**config.mk**
```make
export PLATFORM = sky130hd
export DESIGN_NAME = apu_mixer_pipe
export DESIGN_NICKNAME = d
export VERILOG_FILES = /design/src/rtl/apu_mix_pkg.sv /design/src/rtl/apu_mix_hpf.sv /design/src/rtl/apu_mixer_pipe.sv
export SDC_FILE = /design/constraint.sdc
export NUM_CORES = 1
export LEC_CHECK = 0
export BUFFER_PORTS_ARGS = -buffer_cell sky130_fd_sc_hd__buf_2
export CORE_MARGIN = 2
export CORE_UTILIZATION = 31
export DETAILED_ROUTE_END_ITERATION = 16
export SLEW_MARGIN = 20
export SYNTH_ARGS = -nofsm -noshare
export SYNTH_HDL_FRONTEND = slang
export SYNTH_HIERARCHICAL = 1
export SYNTH_SLANG_ARGS = --single-unit
export TNS_END_PERCENT = 30
```
**constraint.sdc**
```tcl
create_clock -name clk -period 8.8 [get_ports clk]
set_clock_uncertainty 0.15 [all_clocks]
set_input_delay 1.76 -clock clk [delete_from_list [all_inputs] [get_ports clk]]
set_output_delay 1.76 -clock clk [all_outputs]
set_load 0.03 [all_outputs]
```
**src/rtl/apu_mix_pkg.sv**
```systemverilog
// Shared constants and elaboration-time generators for the APU mixer curve tables.
package apu_mix_pkg;

  localparam int PULSE_IDX_MAX = 30;
  localparam int TND_IDX_MAX   = 202;
  localparam int VOL_UNITY     = 16;

  // 95.52/(8128/n+100) rewritten as 9552*n/(812800+10000*n), rounded half-up in integers.
  function automatic int pulse_lut_val(input int n, input int lut_w);
    longint fs, num, den;
    fs  = (longint'(1) << lut_w) - 1;
    num = longint'(9552) * longint'(n) * fs;
    den = longint'(812800) + longint'(10000) * longint'(n);
    return int'((2 * num + den) / (2 * den));
  endfunction

  // 163.67/(24329/n+100) rewritten as 16367*n/(2432900+10000*n).
  function automatic int tnd_lut_val(input int n, input int lut_w);
    longint fs, num, den;
    fs  = (longint'(1) << lut_w) - 1;
    num = longint'(16367) * longint'(n) * fs;
    den = longint'(2432900) + longint'(10000) * longint'(n);
    return int'((2 * num + den) / (2 * den));
  endfunction

  function automatic logic [4:0] vol_step(input logic [4:0] cur, input logic [4:0] tgt);
    if (cur < tgt) return cur + 5'd1;
    if (cur > tgt) return cur - 5'd1;
    return cur;
  endfunction

endpackage

```
**src/rtl/apu_mix_hpf.sv**
```systemverilog
// DC-blocking first-order high-pass stage: y = x - x_prev + y_prev - (y_prev >>> HPF_K).
module apu_mix_hpf #(
  parameter int OUT_W = 16,
  parameter int HPF_K = 8
) (
  input  logic             clk,
  input  logic             reset,
  input  logic             in_valid,
  input  logic [OUT_W-1:0] in_sample,
  output logic [OUT_W-1:0] out_sample,
  output logic             out_valid
);
  localparam int ACC_W = OUT_W + 2;
  localparam logic signed [ACC_W-1:0] SAT_MAX = ACC_W'((longint'(1) << (OUT_W - 1)) - 1);
  localparam logic signed [ACC_W-1:0] SAT_MIN = -SAT_MAX - 1;

  logic signed [ACC_W-1:0] x_cur;
  logic signed [ACC_W-1:0] x_prev_reg;
  logic signed [ACC_W-1:0] y_prev_reg;
  logic signed [ACC_W-1:0] y_next;
  logic [OUT_W-1:0]        y_sat;

  // Input is unsigned, so it enters the signed accumulator with zero MSBs.
  assign x_cur  = signed'({2'b00, in_sample});
  assign y_next = x_cur - x_prev_reg + y_prev_reg - (y_prev_reg >>> HPF_K);

  always_comb begin
    y_sat = y_next[OUT_W-1:0];
    if (y_next > SAT_MAX)
      y_sat = {1'b0, {(OUT_W-1){1'b1}}};
    else if (y_next < SAT_MIN)
      y_sat = {1'b1, {(OUT_W-1){1'b0}}};
  end

  always_ff @(posedge clk) begin
    if (reset) begin
      x_prev_reg <= '0;
      y_prev_reg <= '0;
      out_sample <= '0;
      out_valid  <= 1'b0;
    end else begin
      out_valid <= in_valid;
      if (in_valid) begin
        x_prev_reg <= x_cur;
        y_prev_reg <= y_next;
        out_sample <= y_sat;
      end
    end
  end

endmodule

```
**src/rtl/apu_mixer_pipe.sv**
```systemverilog
// APU output mixer: channel sums -> nonlinear curve LUTs -> ramped master volume.
// Define APU_MIXER_HPF_EN to append the DC-blocking high-pass stage (adds one cycle).
module apu_mixer_pipe #(
  parameter int LUT_W = 12,
  parameter int OUT_W = 16,
  parameter int HPF_K = 8
) (
  input  logic             clk,
  input  logic             reset,
  input  logic             sample_en,
  input  logic [3:0]       square_1_in,
  input  logic [3:0]       square_2_in,
  input  logic [3:0]       triangle_in,
  input  logic [3:0]       noise_in,
  input  logic [6:0]       dmc_in,
  input  logic [4:0]       volume,
  output logic [OUT_W-1:0] mixer_out,
  output logic             mixer_valid
);
  import apu_mix_pkg::*;

  if (OUT_W < LUT_W + 1 || HPF_K < 1) begin : g_bad_param
    $error("apu_mixer_pipe: OUT_W must be >= LUT_W+1 and HPF_K >= 1");
  end

  logic [4:0]       pulse_sum, pulse_idx_reg;
  logic [7:0]       tnd_sum, tnd_idx_reg;
  logic [4:0]       vol_tgt, vol_next, vol_cur_reg, vol_s1_reg, vol_s2_reg;
  logic             s1_valid_reg, s2_valid_reg, s3_valid_reg;
  logic [LUT_W-1:0] p_reg, t_reg, mix_sat;
  logic [LUT_W:0]   mix_sum;
  logic [LUT_W+4:0] product;
  logic [OUT_W-1:0] s3_out, s3_out_reg;

  logic [LUT_W-1:0] pulse_rom [PULSE_IDX_MAX+1];
  logic [LUT_W-1:0] tnd_rom   [TND_IDX_MAX+1];

  genvar gi;
  for (gi = 0; gi <= PULSE_IDX_MAX; gi++) begin : g_pulse_rom
    localparam int ENTRY = pulse_lut_val(gi, LUT_W);
    assign pulse_rom[gi] = LUT_W'(ENTRY);
  end
  for (gi = 0; gi <= TND_IDX_MAX; gi++) begin : g_tnd_rom
    localparam int ENTRY = tnd_lut_val(gi, LUT_W);
    assign tnd_rom[gi] = LUT_W'(ENTRY);
  end

  assign pulse_sum = {1'b0, square_1_in} + {1'b0, square_2_in};
  assign tnd_sum   = {3'b000, triangle_in, 1'b0} + {4'b0000, triangle_in}
                   + {3'b000, noise_in, 1'b0} + {1'b0, dmc_in};

  assign vol_tgt  = (volume > 5'(VOL_UNITY)) ? 5'(VOL_UNITY) : volume;
  assign vol_next = vol_step(vol_cur_reg, vol_tgt);

  assign mix_sum = {1'b0, p_reg} + {1'b0, t_reg};
  assign mix_sat = mix_sum[LUT_W] ? '1 : mix_sum[LUT_W-1:0];
  assign product = mix_sat * vol_s2_reg;
  assign s3_out  = OUT_W'(product >> 4) << (OUT_W - LUT_W);

  // Each sample carries the volume in effect before its own ramp step.
  always_ff @(posedge clk) begin
    if (reset) begin
      s1_valid_reg <= 1'b0;
      s2_valid_reg <= 1'b0;
      s3_valid_reg <= 1'b0;
      s3_out_reg   <= '0;
      vol_cur_reg  <= '0;
    end else begin
      s1_valid_reg <= sample_en;
      if (sample_en) begin
        pulse_idx_reg <= pulse_sum;
        tnd_idx_reg   <= tnd_sum;
        vol_s1_reg    <= vol_cur_reg;
        vol_cur_reg   <= vol_next;
      end
      s2_valid_reg <= s1_valid_reg;
      if (s1_valid_reg) begin
        p_reg      <= pulse_rom[pulse_idx_reg];
        t_reg      <= tnd_rom[tnd_idx_reg];
        vol_s2_reg <= vol_s1_reg;
      end
      s3_valid_reg <= s2_valid_reg;
      if (s2_valid_reg)
        s3_out_reg <= s3_out;
    end
  end

`ifdef APU_MIXER_HPF_EN
  apu_mix_hpf #(
    .OUT_W(OUT_W),
    .HPF_K(HPF_K)
  ) u_hpf (
    .clk       (clk),
    .reset     (reset),
    .in_valid  (s3_valid_reg),
    .in_sample (s3_out_reg),
    .out_sample(mixer_out),
    .out_valid (mixer_valid)
  );
`else
  assign mixer_out   = s3_out_reg;
  assign mixer_valid = s3_valid_reg;
`endif

endmodule

```
# Yosys cells after proc, flatten, opt, wreduce, memory -nomap -nowiden
# Memories as Yosys holds them, arrays and structs flattened. A register that Yosys moved wholly into a read port is not among the register bits.
# Index checks and enable logic that the tools add are counted.
[classes]
n_lt_le_gt_ge = 3
muxes = 9
n_reduce_logical = 4
shift = 0
add_sub_neg = 7
bitwise = 3
eq_ne = 0
multipliers = 1
div = 0
[ops]
columns = ["cell", "count"]
rows = [
  ["two-way mux 5 bit", 5],
  ["multiplier 12 x 5 -> 16 bit", 1],
  ["adder 12 x 12 -> 13 bit", 1],
  ["two-way mux 12 bit", 1],
  ["inverter 8 -> 9 bit", 1],
  ["adder 7 x 7 -> 8 bit", 1],
  ["adder 6 x 5 -> 7 bit", 1],
  ["adder 5 x 4 -> 6 bit", 1],
  ["inverter 5 -> 6 bit", 1],
  ["AND reduction 2 bit", 3],
  ["adder 4 x 4 -> 5 bit", 1],
  ["adder 5 x 1 -> 5 bit, second input constant", 1],
  ["greater-than comparator 5 bit", 1],
  ["greater-than comparator 5 bit, second input constant", 1],
  ["less-than comparator 5 bit", 1],
  ["subtractor 5 x 1 -> 5 bit, second input constant", 1],
  ["two-way mux 1 bit", 3],
  ["nonzero test 2 bit", 1],
  ["inverter 1 bit", 1],
]
[word_totals]
latchBits = 0
elab_cells = 38
memories = 2
reg_bits = 43
ram_bits = 0
in_bits = 31
rom_bits = 3456
[mem_list]
columns = ["memory", "words", "word_bits", "rd", "rd_clocked_by_memory_dff", "write_ports", "line_no", "source"]
rows = [
  ["(name not given)", 256, 12, 1, 1, 0, "apu_mixer_pipe.sv:79", "t_reg <= tnd_rom[tnd_idx_reg];"],
  ["(name not given)", 32, 12, 1, 1, 0, "apu_mixer_pipe.sv:78", "p_reg <= pulse_rom[pulse_idx_reg];"],
]

# Logic depth before layout (Yosys ltp)
# Gate-level depths: netlist (run 1).
[logic_depth]
depth_word = 7
depth_mapped = 24

# Worst setup path after synthesis (run 1)
# No wires, ideal clock.
[synth_timing]
kind = "reg2reg"
from = "reg p_reg[0]"
to = "reg s3_out_reg[15] (netlist: mixer_out[15])"
arrival_time_ns = 5.496
path_stages_with_launch = 25
period_less_slack_ns = 5.769
setup_time_ns = 0.122
setup_slack_ns = 3.031
path_buffers = 1
cell_sequence = "edfxtp_1 ha_1 fa_1 a211oi_2 o21ai_2 o221ai_2 o21ai_0 clkbuf_1 nor2_1 nor2b_1 fa_1 fa_1 inv_1 fa_1 inv_1 ha_1 a21oi_1 a21oi_1 a211oi_1 o21ai_0 o211ai_1 a21oi_1 o21ai_0 mux2i_1 nand3_1"
[synth_between]
elab_chain_cells = 3
[synth_rtl]
columns = ["element", "line_no", "source"]
rows = [
  ["from (decl)", "apu_mixer_pipe.sv:30", "logic [LUT_W-1:0] p_reg, t_reg, mix_sat;"],
  ["adder 12 x 12 -> 13 bit", "apu_mixer_pipe.sv:55", "assign mix_sum = {1'b0, p_reg} + {1'b0, t_reg};"],
  ["two-way mux 12 bit", "apu_mixer_pipe.sv:56", "assign mix_sat = mix_sum[LUT_W] ? '1 : mix_sum[LUT_W-1:0];"],
  ["multiplier 12 x 5 -> 16 bit", "apu_mixer_pipe.sv:57", "assign product = mix_sat * vol_s2_reg;"],
  ["to (signal assigned)", "apu_mixer_pipe.sv:84", "s3_out_reg <= s3_out;"],
  ["to (decl)", "apu_mixer_pipe.sv:33", "logic [OUT_W-1:0] s3_out, s3_out_reg;"],
]
# No other way between the ends.
# A chain may end at the register's enable or synchronous reset.

# Worst setup path after layout (run 1)
# Ends and elaborated chain as after synthesis.

==> results of run 1 <==
path summary, 6_finish.rpt:
kind	depth (start not counted)	slack [ns]	to	from
max	23	2.49	mixer_out[15]$_SDFFE_PP0P_	p_reg[0]$_DFFE_PP_
min	0	0.26	vol_s2_reg[3]$_DFFE_PP_	vol_s1_reg[3]$_DFFE_PP_
max reg2reg	23	2.49	mixer_out[15]$_SDFFE_PP0P_	p_reg[0]$_DFFE_PP_
min reg2reg	0	0.26	vol_s2_reg[3]$_DFFE_PP_	vol_s1_reg[3]$_DFFE_PP_
metal layers:
layer / part of all wire, % / vias to the layer above / global-route usage [%]
met5: 0 / - / 0
met4: 2.1 / 0 / 5.06
met3: 6.1 / 39 / 2.70
met2: 47 / 248 / 26.1
met1: 44 / 3557 / 20.4
li1: - / 3675 / -
report_power, final:
group / total, mW / leakage, nW / internal, mW / switching, mW
sequential: 0.414 / 0.591 / 0.379 / 0.0354
clock: 0.389 / 0.168 / 0.251 / 0.138
combinational: 1.04 / 3.00 / 0.405 / 0.633
total: 1.84 / 3.76 / 1.03 / 0.806
logic make-up after synthesis:
family,Yosys count,share of synthesized area [%]
multiplexers,32,4.96
AND/OR/NAND/NOR,307,17.2
flip-flops,66,21.3
buffers and inverters,158,7.57
AO/OA/AOI/OAI,331,25.4
XOR/XNOR,34,3.56
other,1,0.0448
adder cells (fa/ha/maj),111,20.0
per-stage QoR:
step | worst slack [ns] | hold WS, ns | util, % | instance area (sq um) | cells
2_1_floorplan | 3.03 | 0.250 | - | 8390 | 1043
3_3_place_gp | 2.37 | 0.252 | 32.7 | 8750 | 1353
3_5_place_dp | 2.23 | 0.257 | 32.7 | 8750 | 1353
4_1_cts | 2.21 | 0.262 | 34.0 | 9080 | 1369
5_1_grt | 1.93 | 0.274 | 34.0 | 9090 | 1369
6_report | 2.49 | 0.260 | 34.0 | 9090 | 1369
area by class of cell:
| class | instances | area share, % |
|---|---|---|
| multi-input cells | 819 | 65.8 |
| well taps | 341 | 4.69 |
| inverters | 75 | 3.10 |
| repair buffers | 52 | 3.11 |
| flip-flops and latches | 66 | 19.6 |
| clock inverters | 3 | 0.248 |
| clock buffers | 13 | 3.45 |
synthesized netlist by cell type (all sizes together), types with 10 or more instances:
cell    number
nand2       96
a21oi       89
nor2        87
o21ai       87
inv         74
ha          73
clkbuf      48
edfxtp      46
nor2b       40
fa          38
buf         35
a211oi      23
dfxtp       20
mux2i       19
nand2b      19
nand3       19
xnor2       19
o211ai      18
a21o        16
a31oi       15
and2        15
xor2        15
a311oi      11
nor3        11
o311ai      10
==> results.tsv, run 1 <==
stage	metric	value	unit
power_and_ir_drop	peak supply drop	103	uV
power_and_ir_drop	Power, Total	1.84	mW
placement	Port Buffers	43	
route	Total Routed Length	21.6	mm
power_and_ir_drop	Leak	3.76	nW
critical_path	WS Path Type	reg -> reg	
final_layout	Reg area	0.00178	sq mm
timing	maximum operating frequency	159	MHz
route	number of detailed-route iterations in the first pass	5	
critical_path	WP buf/inv	2	
die	Die ar.	0.0283	sq mm
synth	sequential area share after synthesis	21.3	%
critical_path	CP max stage delay	0.54	ns
grt	pin count of the biggest net entering global routing	101	
critical_path	worst-path fanout max	24	
timing	Final Cycle Share	71.7	%
synth	average cell area after synthesis	8.05	sq um
final_layout	area of the multi-input gates	0.00598	sq mm
die	Die H	168	um
synth	Synth cell types	70	
critical_path	family with the most delay on the worst path	adder cells	
synth	post-synth top area share	16.5	%
placement	GP Congestion	0.910	
final_layout	most frequent cells in the layout	96 x nand2_1, 88 x a21oi_1, 87 x nor2_1, 84 x o21ai_0	
clocking	worst-skew pair later-pin latency	0.33	ns
clocking	clk slew on worst S/H paths	0.06	ns
critical_path	CP max stage cell	fa_1	
grt	global-route usage over all layers	15.6	%
synth	mapped cell area	0.00838	sq mm
final_layout	layout cell share with drive strength beyond 1	9.53	%
route	via density per instance	5.49	
power_and_ir_drop	Cell Pwr Density	202	mW/mm^2
clocking	Post-CTS Setup Inserts	0	
clocking	Root Driver	clkbuf_16	
timing	min Tclk post-route	6.31	ns
synth	cell taking the most area after synthesis	edfxtp_1	
grt	vias in the first global route	7173	
clocking	Hold Buf Count CTS	0	
critical_path	crit-path cells	ha_1 -> fa_1 -> a211oi_2 -> o21ai_2 -> o221ai_2 -> o21ai_2 -> nand2b_1 -> and2_1 -> fa_1 -> fa_1 -> inv_1 -> fa_1 -> inv_1 -> ha_1 -> a21oi_1 -> a21oi_1 -> a211oi_1 -> o21ai_0 -> o211ai_1 -> a21oi_1 -> o21ai_0 -> mux2i_1 -> nand3_1	
final_layout	fill cell count	2812	
synth	post-synthesis register bit count	66	
final_layout	# nets final	1165	
die	# rows	60	
grt	initial antenna violation count	0	
critical_path	CP dominant cell by count	fa_1	
grt	grt ovf	0	
synth	commonest register cell after synthesis	edfxtp_1	
die	Ports	48	
timing	final hold vios	0	
synth	EDFF count, synth	46	
final_layout	most common cell after layout, fill and taps aside	nand2_1	
die	Starting Density	31.3	%
synth	Yosys warnings	6	
route	DR vias	7519	
grt	first-pass GRT wire length	36.3	mm
placement	DP Wirelength	15.3	mm
timing	Slew headroom	37.8	%
final_layout	antenna cells	0	
timing	unrepaired setup endpoints after global routing	no	
timing	final setup violation count	0	
final_layout	Area growth syn-to-layout	8.57	%
synth	cell count after synthesis	1040	
clocking	CTS Buf Count	9	
clocking	H-tree depth	3	
synth	Synth area leaders	edfxtp_1 16%, ha_1 11%, fa_1 9.1%	
critical_path	Crit. End Element	flop	
route	Routed WL per cell	15.8	um
critical_path	critical path arrival	6.39	ns
clocking	number of gates resized after CTS	0	
run_status	status	finished clean	
synth	Async SR Flop Fraction	0	%
route	DRC Markers	0	
timing	Setup TNS Final	0	ns
die	die width	168	um
worst_hold_path	hold crit path type	reg -> reg	
die	core area	0.0267	sq mm
critical_path	startpoint types	flop	
clocking	TritonCTS clock tree	built	
timing	Slew Viols, Final	0	
clocking	Sink Count	66	
critical_path	worst path required time	8.88	ns
route	Antenna Nets Post-Route	0	
timing	slew of the pin with the lowest slew margin	0.933	ns
clocking	clk buf depth	2	
route	Detailed Route Iter0 Violations	699	
run	max cap viols	0	
Note: power is estimated with default switching activity, not from simulation.
==> inputs of run 2 (changes only) <==
==> constraint.sdc (replaced) <==
create_clock -name clk -period 5.4 [get_ports clk]
set_clock_uncertainty 0.15 [all_clocks]
set_input_delay 1.08 -clock clk [delete_from_list [all_inputs] [get_ports clk]]
set_output_delay 1.08 -clock clk [all_outputs]
set_load 0.03 [all_outputs]
==> run 2 against run 1 <==
Compared with the run above: sequential power grew 62%; clock power grew 46%; sequential cell count is the same; power grew 69%; first-iteration DRC count grew 62%; utilization grew 1.4 points; register-to-register slack lost 2.5 ns; via count grew 2.8%; global-route usage grew 0.40 points; combinational power grew 80%; largest cell class unchanged.
==> results.tsv, run 2 (synthesis results as in run 1) <==
stage	metric	value	unit	change
run_status	status	finished clean		
power_and_ir_drop	Cell Pwr Density	329	mW/mm^2	+63%
clocking	Sink Count	66		unchanged
critical_path	crit-path cells	ha_2 -> fa_2 -> a211oi_2 -> o21ai_2 -> o221ai_2 -> o21ai_2 -> nand2b_4 -> and2_4 -> fa_1 -> fa_1 -> inv_2 -> fa_1 -> inv_2 -> ha_4 -> a21oi_2 -> a21oi_2 -> a211oi_2 -> o21ai_1 -> o211ai_1 -> a21oi_1 -> o21ai_1 -> mux2i_1 -> nand3_1		
run	max cap viols	0		unchanged
final_layout	Reg area	0.00178	sq mm	unchanged
route	Total Routed Length	22.2	mm	+3.0%
route	DR vias	7726		+2.8%
clocking	Hold Buf Count CTS	0		unchanged
placement	GP Congestion	0.894		-1.7%
critical_path	WP buf/inv	2		unchanged
grt	global-route usage over all layers	16.0	%	+0.40 points
critical_path	reg2reg path depth	23		unchanged
grt	initial antenna violation count	0		unchanged
clocking	TritonCTS clock tree	built		
route	number of detailed-route iterations in the first pass	6		+1
final_layout	most common cell after layout, fill and taps aside	nand2_1		
critical_path	family with the most delay on the worst path	adder cells		
critical_path	reg2reg setup slack	0.03	ns	-2.46 ns
clocking	H-tree depth	3		unchanged
route	Routed WL per cell	15.8	um	+0.60%
timing	slew of the pin with the lowest slew margin	0.910	ns	-0.0232 ns
clocking	clk buf depth	2		unchanged
critical_path	CP max stage delay	0.53	ns	about the same
timing	Final WS setup	0.0310	ns	-2.46 ns
grt	grt ovf	0		unchanged
timing	maximum operating frequency	186	MHz	+17%
clocking	worst-skew pair later-pin latency	0.34	ns	about the same
timing	unrepaired setup endpoints after global routing	yes		
route	via density per instance	5.51		+0.33%
critical_path	Crit. End Element	flop		
final_layout	Area growth syn-to-layout	13.0	%	
timing	min Tclk post-route	5.37	ns	-0.939 ns
clocking	clk slew on worst S/H paths	0.06	ns	about the same
die	die width	168	um	unchanged
die	Ports	48		unchanged
critical_path	WS Path Type	reg -> reg		
placement	Port Buffers	43		unchanged
timing	Final Cycle Share	99.4	%	+28 points
timing	final setup violation count	0		unchanged
die	# rows	60		unchanged
final_layout	fill cell count	2788		-0.85%
final_layout	layout cell share with drive strength beyond 1	15.2	%	+5.6 points
timing	Slew headroom	39.4	%	+1.5 points
worst_hold_path	Hold Path Cell Cnt	0		unchanged
critical_path	worst r2r dst	mixer_out[15]$_SDFFE_PP0P_		
timing	final hold vios	0		unchanged
critical_path	startpoint types	flop		
worst_hold_path	Hold Path Origin	vol_s1_reg[1]$_DFFE_PP_		
route	Antenna Nets Post-Route	0		unchanged
grt	first-pass GRT wire length	37.4	mm	+3.0%
timing	Slew Viols, Final	0		unchanged
worst_hold_path	hold crit path type	reg -> reg		
worst_hold_path	Hold Path End	vol_s2_reg[1]$_DFFE_PP_		
die	Die H	168	um	unchanged
die	core area	0.0267	sq mm	unchanged
final_layout	most frequent cells in the layout	96 x nand2_1, 85 x a21oi_1, 82 x nor2_1, 80 x o21ai_0, 70 x inv_1		
power_and_ir_drop	peak supply drop	174	uV	+69%
grt	pin count of the biggest net entering global routing	113		+12%
clocking	Root Driver	clkbuf_16		
power_and_ir_drop	Power, Total	3.11	mW	+69%
clocking	CTS Buf Count	9		unchanged
route	Detailed Route Iter0 Violations	1129		+62%
route	DRC Markers	0		unchanged
grt	vias in the first global route	7544		+5.2%
critical_path	worst-path fanout max	5		-79%
timing	Setup TNS Final	0	ns	unchanged
die	Die ar.	0.0283	sq mm	unchanged
final_layout	# nets final	1198		+2.8%
placement	dpl ws	-0.201	ns	-2.44 ns
critical_path	worst path required time	5.47	ns	-3.41 ns
critical_path	CP dominant cell by count	fa_1		
timing	WHS	0.262	ns	+0.00242 ns
critical_path	critical path arrival	5.44	ns	-0.95 ns
placement	DP Wirelength	15.6	mm	+2.4%
power_and_ir_drop	Leak	3.92	nW	+4.2%
die	Starting Density	31.3	%	unchanged
critical_path	reg-to-reg startpoint	p_reg[0]$_DFFE_PP_		
final_layout	antenna cells	0		unchanged
critical_path	CP max stage cell	fa_1		
final_layout	area of the multi-input gates	0.00614	sq mm	+2.5%
[run 2: what timing repair did]
item / 4_1_cts / 5_1_grt
gates cloned: 0 / 0
buffers inserted: 3 / 0
setup endpoints to repair: 6 / 7
pin swaps: 21 / 0
gates resized for setup: 7 / 6
[run 2: how the worst max path moves through the flow]
stage	from	endpoint	slack, ns	depth (start not counted)
global placement	t_reg[0]$_DFFE_PP_	mixer_out[14]$_SDFFE_PP0P_	-0.16	24
detailed placement	t_reg[0]$_DFFE_PP_	mixer_out[14]$_SDFFE_PP0P_	-0.20	24
finish	p_reg[0]$_DFFE_PP_	mixer_out[15]$_SDFFE_PP0P_	0.03	23
global route	p_reg[0]$_DFFE_PP_	mixer_out[15]$_SDFFE_PP0P_	-0.33	23
CTS	p_reg[0]$_DFFE_PP_	mixer_out[15]$_SDFFE_PP0P_	0.0003	23
floorplan	t_reg[0]$_DFFE_PP_	mixer_out[14]$_SDFFE_PP0P_	0.0009	24
[run 2: cell type report]
type,count,area share (%)
Clock inverter,2,0.119
Multi-Input combinational cell,819,64.8
Timing Repair Buffer,85,5.87
Inverter,75,2.97
Tap cell,341,4.51
Clock buffer,14,2.89
Sequential cell,66,18.8
[run 2: per-layer routing]
metal | track usage, % | share of wire [%] | vias to the layer above
met4 | 6.18 | 2.8 | 0
met1 | 21.0 | 44 | 3663
li1 | - | - | 3746
met5 | 0 | 0 | -
met2 | 26.3 | 47 | 273
met3 | 2.59 | 6.1 | 44
[run 2: worst register-to-register path, cell delays in order, from the launching register on]
cell and delay, ns:
edfxtp_1 0.37, ha_2 0.21, fa_2 0.35, a211oi_2 0.21, o21ai_2 0.10, o221ai_2 0.21, o21ai_2 0.13, nand2b_4 0.18
and2_4 0.17, fa_1 0.49, fa_1 0.53, inv_2 0.04, fa_1 0.51, inv_2 0.05, ha_4 0.22, a21oi_2 0.14
a21oi_2 0.07, a211oi_2 0.18, o21ai_1 0.10, o211ai_1 0.26, a21oi_1 0.12, o21ai_1 0.21, mux2i_1 0.22, nand3_1 0.08
[run 2: power breakdown]
| part | total (mW) | switching (mW) | leakage [nW] | internal [mW] |
|---|---|---|---|---|
| Combinational | 1.87 | 1.08 | 3.18 | 0.792 |
| Clock | 0.569 | 0.221 | 0.143 | 0.348 |
| Sequential | 0.672 | 0.0553 | 0.591 | 0.617 |
| Total | 3.11 | 1.36 | 3.92 | 1.76 |
[run 2: stage by stage]
stage               utilization (%)  std cells  cell area [sq um]
finish                         35.4       1402               9470
global route                   35.4       1402               9470
CTS                            35.3       1402               9440
detailed placement             34.1       1383               9110
global placement               34.1       1383               9110
floorplan                         -       1043               8510
